[src/rtl/rice_core_writeback_stage.sv]
// Register-file write stage: arbitrates EX results against queued LSU results
// and tracks outstanding long-latency destinations. Optional: RICE_WB_LSU_BYPASS_EN.
`timescale 1ns/1ps
module rice_core_writeback_stage #(
    parameter int unsigned XLEN        = 32,
    parameter int unsigned QUEUE_DEPTH = 4
) (
    input  logic                                   i_clk,
    input  logic                                   i_rst,
    input  logic                                   i_ex_valid,
    input  logic [4:0]                             i_ex_rd,
    input  logic [XLEN-1:0]                        i_ex_value,
    input  logic                                   i_lsu_valid,
    output logic                                   o_lsu_ready,
    input  logic [4:0]                             i_lsu_rd,
    input  logic [XLEN-1:0]                        i_lsu_value,
    input  logic                                   i_issue_valid,
    input  logic [4:0]                             i_issue_rd,
    output logic                                   o_wb_valid,
    output logic [4:0]                             o_wb_rd,
    output logic [XLEN-1:0]                        o_wb_value,
    output logic [31:0]                            o_pending,
    output logic [$clog2(QUEUE_DEPTH+1)-1:0]       o_queue_count
);

    localparam int unsigned CW = $clog2(QUEUE_DEPTH + 1);
    localparam int unsigned PW = $clog2(QUEUE_DEPTH);

    logic [4:0]      r_q_rd  [QUEUE_DEPTH];
    logic [XLEN-1:0] r_q_val [QUEUE_DEPTH];
    logic [PW-1:0]   r_wr_ptr;
    logic [PW-1:0]   r_rd_ptr;
    logic [CW-1:0]   r_count;
    logic            r_wb_valid;
    logic            r_wb_lsu;
    logic [4:0]      r_wb_rd;
    logic [XLEN-1:0] r_wb_value;
    logic [31:0]     r_pending;

    logic            w_ex_take;
    logic            w_fifo_empty;
    logic            w_push;
    logic            w_pop;
    logic            w_bypass;
    logic            w_enq;
    logic [31:0]     w_set;
    logic [31:0]     w_clr;

    // Ready depends on occupancy only, so a full queue never accepts push-through.
    assign o_lsu_ready   = (r_count != CW'(QUEUE_DEPTH));
    assign o_wb_valid    = r_wb_valid;
    assign o_wb_rd       = r_wb_rd;
    assign o_wb_value    = r_wb_value;
    assign o_pending     = r_pending;
    assign o_queue_count = r_count;

    always_comb begin
        w_ex_take    = i_ex_valid && (i_ex_rd != 5'd0);
        w_fifo_empty = (r_count == '0);
        w_push       = i_lsu_valid && o_lsu_ready;
        w_pop        = !w_ex_take && !w_fifo_empty;
`ifdef RICE_WB_LSU_BYPASS_EN
        w_bypass     = w_push && w_fifo_empty && !w_ex_take;
`else
        w_bypass     = 1'b0;
`endif
        w_enq        = w_push && !w_bypass;
        w_set        = '0;
        w_clr        = '0;
        if (i_issue_valid) begin
            w_set = 32'(1) << i_issue_rd;
        end
        // A load's bit clears on the edge that commits it to the register file.
        if (r_wb_valid && r_wb_lsu) begin
            w_clr = 32'(1) << r_wb_rd;
        end
    end

    // Queue storage carries no reset; occupancy and pointers define validity.
    always_ff @(posedge i_clk) begin
        if (w_enq) begin
            r_q_rd[r_wr_ptr]  <= i_lsu_rd;
            r_q_val[r_wr_ptr] <= i_lsu_value;
        end
    end

    always_ff @(posedge i_clk or posedge i_rst) begin
        if (i_rst) begin
            r_wr_ptr <= '0;
            r_rd_ptr <= '0;
            r_count  <= '0;
        end else begin
            if (w_enq) begin
                r_wr_ptr <= r_wr_ptr + PW'(1);
            end
            if (w_pop) begin
                r_rd_ptr <= r_rd_ptr + PW'(1);
            end
            case ({w_enq, w_pop})
                2'b10:   r_count <= r_count + CW'(1);
                2'b01:   r_count <= r_count - CW'(1);
                default: r_count <= r_count;
            endcase
        end
    end

    // Write port: EX first, then queue head, then (optionally) a bypassed LSU result.
    always_ff @(posedge i_clk or posedge i_rst) begin
        if (i_rst) begin
            r_wb_valid <= 1'b0;
            r_wb_lsu   <= 1'b0;
            r_wb_rd    <= '0;
            r_wb_value <= '0;
        end else begin
            r_wb_valid <= 1'b0;
            r_wb_lsu   <= 1'b0;
            if (w_ex_take) begin
                r_wb_valid <= 1'b1;
                r_wb_rd    <= i_ex_rd;
                r_wb_value <= i_ex_value;
            end else if (w_pop) begin
                r_wb_valid <= (r_q_rd[r_rd_ptr] != 5'd0);
                r_wb_lsu   <= 1'b1;
                r_wb_rd    <= r_q_rd[r_rd_ptr];
                r_wb_value <= r_q_val[r_rd_ptr];
            end else if (w_bypass) begin
                r_wb_valid <= (i_lsu_rd != 5'd0);
                r_wb_lsu   <= 1'b1;
                r_wb_rd    <= i_lsu_rd;
                r_wb_value <= i_lsu_value;
            end
        end
    end

    // Set beats clear for the same register; x0 never pends.
    always_ff @(posedge i_clk or posedge i_rst) begin
        if (i_rst) begin
            r_pending <= '0;
        end else begin
            r_pending <= ((r_pending & ~w_clr) | w_set) & ~32'h1;
        end
    end

    assert property (@(posedge i_clk) disable iff (i_rst)
        (i_issue_valid && (i_issue_rd != 5'd0)) |-> (!r_pending[i_issue_rd] || w_clr[i_issue_rd]))
        else $error("issue to register x%0d that already has a load in flight", i_issue_rd);

endmodule
[config.mk]
export PLATFORM = sky130hd
export DESIGN_NAME = rice_core_writeback_stage
export DESIGN_NICKNAME = d
export VERILOG_FILES = /design/src/rtl/rice_core_writeback_stage.sv
export SDC_FILE = /design/constraint.sdc
export NUM_CORES = 1
export LEC_CHECK = 0
export BUFFER_PORTS_ARGS = -buffer_cell sky130_fd_sc_hd__buf_2
export CAP_MARGIN = 10
export CORE_MARGIN = 2
export CORE_UTILIZATION = 35
export CTS_BUF_LIST = sky130_fd_sc_hd__clkbuf_8
export DETAILED_ROUTE_END_ITERATION = 10
export GPL_ROUTABILITY_DRIVEN = 0
export PLACE_DENSITY_LB_ADDON = 0.15
export SYNTH_ARGS = -nofsm -noshare
export SYNTH_HDL_FRONTEND = slang
export SYNTH_SLANG_ARGS = --single-unit
[constraint.sdc]
create_clock -name i_clk -period 4.35 [get_ports i_clk]
set_clock_uncertainty 0.05 [all_clocks]
set_input_delay 0.435 -clock i_clk [delete_from_list [all_inputs] [get_ports i_clk]]
set_output_delay 0.435 -clock i_clk [all_outputs]
set_load 0.02 [all_outputs]
# Yosys cells after proc, flatten, opt, wreduce, memory -nomap -nowiden

Memory sizes are Yosys's and may differ from the RTL's.
Index checks and enable logic that the tools add are counted.

Div/mod/pow operators: 0
Multipliers: 0
Muxes and demuxes: 13
Reduce and logical (&&, ||, !) cells: 11
Order comparisons: 0
Bitwise gates (word level): 3
Equal/unequal tests: 3
Add/subtract/negate cells: 4
Shift-type cells: 2

Operators with widths:

| cell                   | count |
|---|---|
| $mux W32               | 4 |
| $shl A1 B5 Y32 const A | 2 |
| $and A32 B32 Y32       | 1 |
| $not A32 Y32           | 1 |
| $or A32 B32 Y32        | 1 |
| $mux W5                | 2 |
| $reduce_bool A5 Y1     | 2 |
| $mux W1                | 6 |
| $pmux W3 S2            | 1 |
| $add A2 B1 Y2 const B  | 2 |
| $logic_and A1 B1 Y1    | 4 |
| $reduce_bool A2 Y1     | 2 |
| $add A3 B1 Y3 const B  | 1 |
| $logic_not A3 Y1       | 1 |
| $ne A3 B3 Y1 const B   | 1 |
| $sub A3 B1 Y3 const B  | 1 |
| $eq A2 B1 Y1 const B   | 1 |
| $eq A2 B2 Y1 const B   | 1 |
| $logic_not A1 Y1       | 2 |

Memory bits (read-only): 0
Output and inout port bits: 74
Bits in latches: 0
Memories kept: 2
Bits of input ports: 84
Bits in registers: 77
RAM bits: 148
Word-level logic and storage cells: 46

Memory list:

| memory  | depth | bits a word | read ports | clocked after Yosys merged registers in | write ports | line | text |
|---|---|---|---|---|---|---|---|
| r_q_val | 4     | 32          | 1          | 0                                       | 1           | 30   | `logic [XLEN-1:0] r_q_val [QUEUE_DEPTH];` |
| r_q_rd  | 4     | 5           | 1          | 0                                       | 1           | 29   | `logic [4:0] r_q_rd [QUEUE_DEPTH];` |

# Depth between registers and ports, before layout

Depth after elaboration: 6
Depth in mapped cells: 11
Gate-level depth less buffers: 10

# Worst setup path before layout

OpenSTA, ideal clock, no wires.

Kind: input to register
Start point: input i_ex_rd[0]
End point: register r_count[2], in the netlist o_queue_count[2]
Required time: 4.220 ns
Library setup time: 0.080 ns
Data arrival time: 2.514 ns
Slack: 1.706 ns
Buffers on the path: 1
Cell stages on the path: 11
Path through: or4_1 > o21ai_1 > buf_2 > nand2_1 > inv_1 > ha_1 > inv_1 > fa_1 > xor2_1 > nor2_1 > xor2_1

Longest elaborated chain between the ends: 6
Elaborated cells on any way between the ends: 8
Classes of those cells: eq/ne (2); mux (1); reduce/logical (5)

RTL lines:

| item                                                     | line | text |
|---|---|---|
| start: declaration                                       | 11   | `input logic [4:0] i_ex_rd,` |
| $reduce_bool A5 Y1 *                                     | 58   | `w_ex_take = i_ex_valid && (i_ex_rd != 5'd0);` |
| $logic_and A1 B1 Y1 *                                    | 58   |  |
| $logic_not A1 Y1 *                                       | 61   | `w_pop = !w_ex_take && !w_fifo_empty;` |
| $logic_and A1 B1 Y1 *                                    | 61   |  |
| via w_pop                                                | 43   | `logic w_pop;` |
| $eq A2 B1 Y1 / $eq A2 B2 Y1 (equally long branches)      | 99   | `case ({w_enq, w_pop})` |
| $pmux W3 S2 / $reduce_bool A2 Y1 (equally long branches) | --   |  |
| end signal: assignment                                   | 100  | `2'b10: r_count <= r_count + CW'(1);` |
| end signal: assignment                                   | 101  | `2'b01: r_count <= r_count - CW'(1);` |
| end signal: assignment                                   | 102  | `default: r_count <= r_count;` |
| end: declaration                                         | 33   | `logic [CW-1:0] r_count;` |

The timed path passes the listed nets; every way through them passes the cells marked *.
A chain may end at the register's enable or synchronous reset.

# Worst setup path after layout

Start point: register r_rd_ptr[0]
End point: register r_wb_valid, in the netlist o_wb_valid

Longest elaborated chain between the ends: 4

RTL lines:

| item                     | line | text |
|---|---|---|
| start: declaration       | 32   | `logic [PW-1:0] r_rd_ptr;` |
| start signal: assignment | 97   | `r_rd_ptr <= r_rd_ptr + PW'(1);` |
| $mem_v2 Z4 W5            | --   |  |
| $reduce_bool A5 Y1       | 122  | `r_wb_valid <= (r_q_rd[r_rd_ptr] != 5'd0);` |
| $mux W1                  | 121  | `end else if (w_pop) begin` |
| $mux W1                  | 117  | `if (w_ex_take) begin` |
| end signal: assignment   | 122  |  |
| end signal: assignment   | 127  | `r_wb_valid <= (i_lsu_rd != 5'd0);` |
| end: declaration         | 34   | `logic r_wb_valid;` |

No other way between the ends.

==> impl_metrics.json <==
{
  "drive_above_1_share_pct": 34.11,
  "detail_route.wirelength_mm": 21.02,
  "grt-ovfl-total": 0,
  "clk_pin_slew_worst_paths_ps": 60,
  "synth.area.top_cells": "sky130_fd_sc_hd__edfxtp_1, sky130_fd_sc_hd__dfrtp_1, sky130_fd_sc_hd__mux4_2, sky130_fd_sc_hd__o21ai_0, sky130_fd_sc_hd__nand2_1",
  "synth_enable_flop_cells": 148,
  "timing.final.crit_share_pct": 57.62,
  "path_delay_family": "flip-flops",
  "cts_buffers": 39,
  "holdBufCountCts": 0,
  "timing.hold.worst.class": "input port to asynchronous set/reset pin",
  "timing.critical_path.fanout_max": 24,
  "number_of_global_route_vias_before_repair": 5855,
  "drt_first_iter_violations": 379,
  "mappedNetlistArea_um2": 8762,
  "core_area_um2": 24460,
  "clock_path_buffers": 3,
  "floorplan.initialDensity_pct": 35.82,
  "postSynth.topFlopCell": "sky130_fd_sc_hd__edfxtp_1",
  "yosysWarningCount": 0,
  "power.leakage_nw": 4.143,
  "finish.instance_area_um2": 10720,
  "number_of_synthesized_register_bits": 225,
  "placement_rows": 57,
  "grt_antenna_before_repair": 5,
  "yosysMostFrequentCell": "sky130_fd_sc_hd__edfxtp_1",
  "netlist_instances": 564,
  "detail_route.wl_per_cell_um": 19.13,
  "fraction_of_power_consumed_by_combinational_cells_pct": 30.2,
  "path_class": "register to register",
  "worst_setup_path_end_kind": "register",
  "die_outline_area_um2": 26320,
  "rsz0062_at_grt": "false",
  "p_int_mw": 4.932,
  "max-cap-violations": 0,
  "post-dp-hpwl_mm": 13.10,
  "setup_viol_count_final": 0,
  "slew_headroom_pct": 27.99,
  "firstDrtPassIters": 5,
  "clock_tree_from_tritoncts": "yes",
  "worst_pin_slew_ps": 1080,
  "swShare_pct": 33.95,
  "grt_max_degree": 68,
  "boundaryPins": 158,
  "design.final.nets": 831,
  "cts_sinks": 225,
  "postSynthNetCount": 654,
  "floorplan.die.height_um": 162.2,
  "areaGrowthSynthToFinish_pct": 22.29,
  "synth_async_sr_flop_share_pct": 34.22,
  "clockRootBuffer": "sky130_fd_sc_hd__clkbuf_8",
  "setup-tns-final_ps": 0,
  "grt_pass1_wl_mm": 33.00,
  "max_freq_mhz": 399.0,
  "io_buffer_count": 156,
  "report.final.slew_viol_count": 0,
  "total_power_per_unit_cell_area_nw_per_um2": 696.9,
  "synthDominantCellAreaShare_pct": 50.72,
  "worst_ep_arrival_time_ps": 2810,
  "via_count": 5469,
  "worstSkewPairLatency_ps": 500,
  "share_clk_of_total_power_pct": 25.9,
  "dieWidth_um": 162.2,
  "final-hold-violation-count": 0,
  "yosysUniqueCellTypes": 35,
  "drt.antenna.violating_nets": 0,
  "avgSynthCellArea_um2": 15.54,
  "fillers": 2222,
  "detail_route.vias_per_cell": 4.976,
  "postCtsSetupRepairBufs": 0,
  "irDropWorstVdd_mv": 0.3159,
  "remaining_drc_errors": 0,
  "finalCriticalPeriod_ps": 2506,
  "cts-resized-gates": 0,
  "synth_top_cell_by_area": "sky130_fd_sc_hd__edfxtp_1",
  "critPathMaxStageDelay_ps": 910,
  "sequential_to_total_area_share_from_yosys_stat_pct": 72.71,
  "post_dp_cell_area_um2": 9903,
  "grtUsageTotal_pct": 16.36,
  "netSwitchingPower_mw": 2.535,
  "critPathBufInv": 0,
  "status": "finished clean",
  "worstSetupStartpointType": "register",
  "cp_slowest_cell": "sky130_fd_sc_hd__dfrtp_2",
  "seq_power_share_pct": 43.8,
  "cts_htree_levels": 2,
  "path_cells": "mux4_1 > or4_1 > o21ai_1 > nand2_1",
  "post_synth_most_frequent_cells": "sky130_fd_sc_hd__edfxtp_1, sky130_fd_sc_hd__dfrtp_1, sky130_fd_sc_hd__nand2_1",
  "required_time_worst_endpoint_ps": 4650,
  "report.power.total_mw": 7.468
}
==> per-stage QoR <==
step	cells	hold WS (ps)	utilization (%)	worst slack, ps
6_report	1099	31.13	43.80	1844
2_1_floorplan	564	483.9	-	1706
3_5_place_dp	1024	443.3	40.48	1696
5_1_grt	1097	60.62	43.78	1604
3_3_place_gp	1024	436.9	40.48	1729
4_1_cts	1095	41.08	43.76	1774
==> state kept, by name, summed over array words and instances, names as in the netlist <==
signal	flops
r_q_val	128
o_wb_value	32
o_pending	31
r_q_rd	20
o_wb_rd	5
o_queue_count	3
r_rd_ptr	2
r_wr_ptr	2
o_wb_valid	1
r_wb_lsu	1
==> worst paths after layout <==
kind	start	to	slack, ps	depth (start not counted)
worst max-delay path	r_rd_ptr[0]	o_wb_valid	1840	4
worst min-delay path	i_rst	o_pending[12]	30	2
worst max register to register	r_rd_ptr[0]	o_wb_valid	1840	4
worst min register to register	o_pending[15]	o_pending[15]	460	2
max in group asynchronous	i_rst	o_wb_value[11]	3200	3
min in group i_clk	i_lsu_value[30]	r_q_val[0][30]	100	1
==> cell families (layout without fill, tap and decap cells) <==
| group | count (synthesis) | in the layout | share of synthesized area, % |
|---|---|---|---|
| AO/OA/AOI/OAI | 101 | 101 | 6.226 |
| XOR/XNOR | 6 | 6 | 0.5997 |
| adder cells (fa/ha/maj) | 6 | 6 | 0.9425 |
| buffers and inverters | 36 | 243 | 1.799 |
| flip-flops | 225 | 225 | 72.71 |
| multiplexers | 44 | 44 | 10.45 |
| other | 1 | 5 | 0.04280 |
| AND/OR/NAND/NOR | 145 | 145 | 7.226 |
==> final cells by class <==
cell class | count | area [µm²] | share of cell area [%]
Sequential cell | 225 | 6374 | 59.48
Multi-Input combinational cell | 303 | 2256 | 21.05
Timing Repair Buffer | 163 | 833.3 | 7.777
Clock buffer | 45 | 619.3 | 5.780
Tap cell | 324 | 405.4 | 3.783
Clock inverter | 26 | 182.7 | 1.705
Inverter | 9 | 35.03 | 0.3269
Antenna cell | 4 | 10.01 | 0.09341
==> power groups by stage <==
stage | Sequential, mW | Combinational, mW | Clock [mW]
finish | 3.27 | 2.26 | 1.94
global route | 3.37 | 2.49 | 2.10
CTS | 3.29 | 2.32 | 2.00
detailed placement | 3.33 | 2.31 | 0
global placement | 3.29 | 2.28 | 0
floorplan | 3.51 | 1.26 | 0
==> layer usage <==
layer  track usage, %  up-vias  wire length (µm)
met5                0        -                13
met4            5.390        2               444
met3            4.367       33              1275
met2            26.29      180             10040
met1            21.75     2757              9250
li1                 -     2497                 -
==> placed cells by master, fill, tap and decap left out, drive strengths merged <==
master and count:
inv 26, conb 1, o21ai 69, nand3 7
or2 1, dfrtp 77, or3 3, ha 5
xnor2 4, fa 1, nor3 1, nand4 2
mux2i 6, nand2b 2, and2 1, nor2b 3
and3 4, nand3b 3, mux2 1, clkbuf 45
buf 163, edfxtp 148, nor2 35, xor2 2
or3b 2, nand2 77, or4 2, diode 4
nand4b 2, bufinv 3, clkinv 6, a31oi 32
mux4 37
Note: power is estimated with default switching activity, not from simulation.
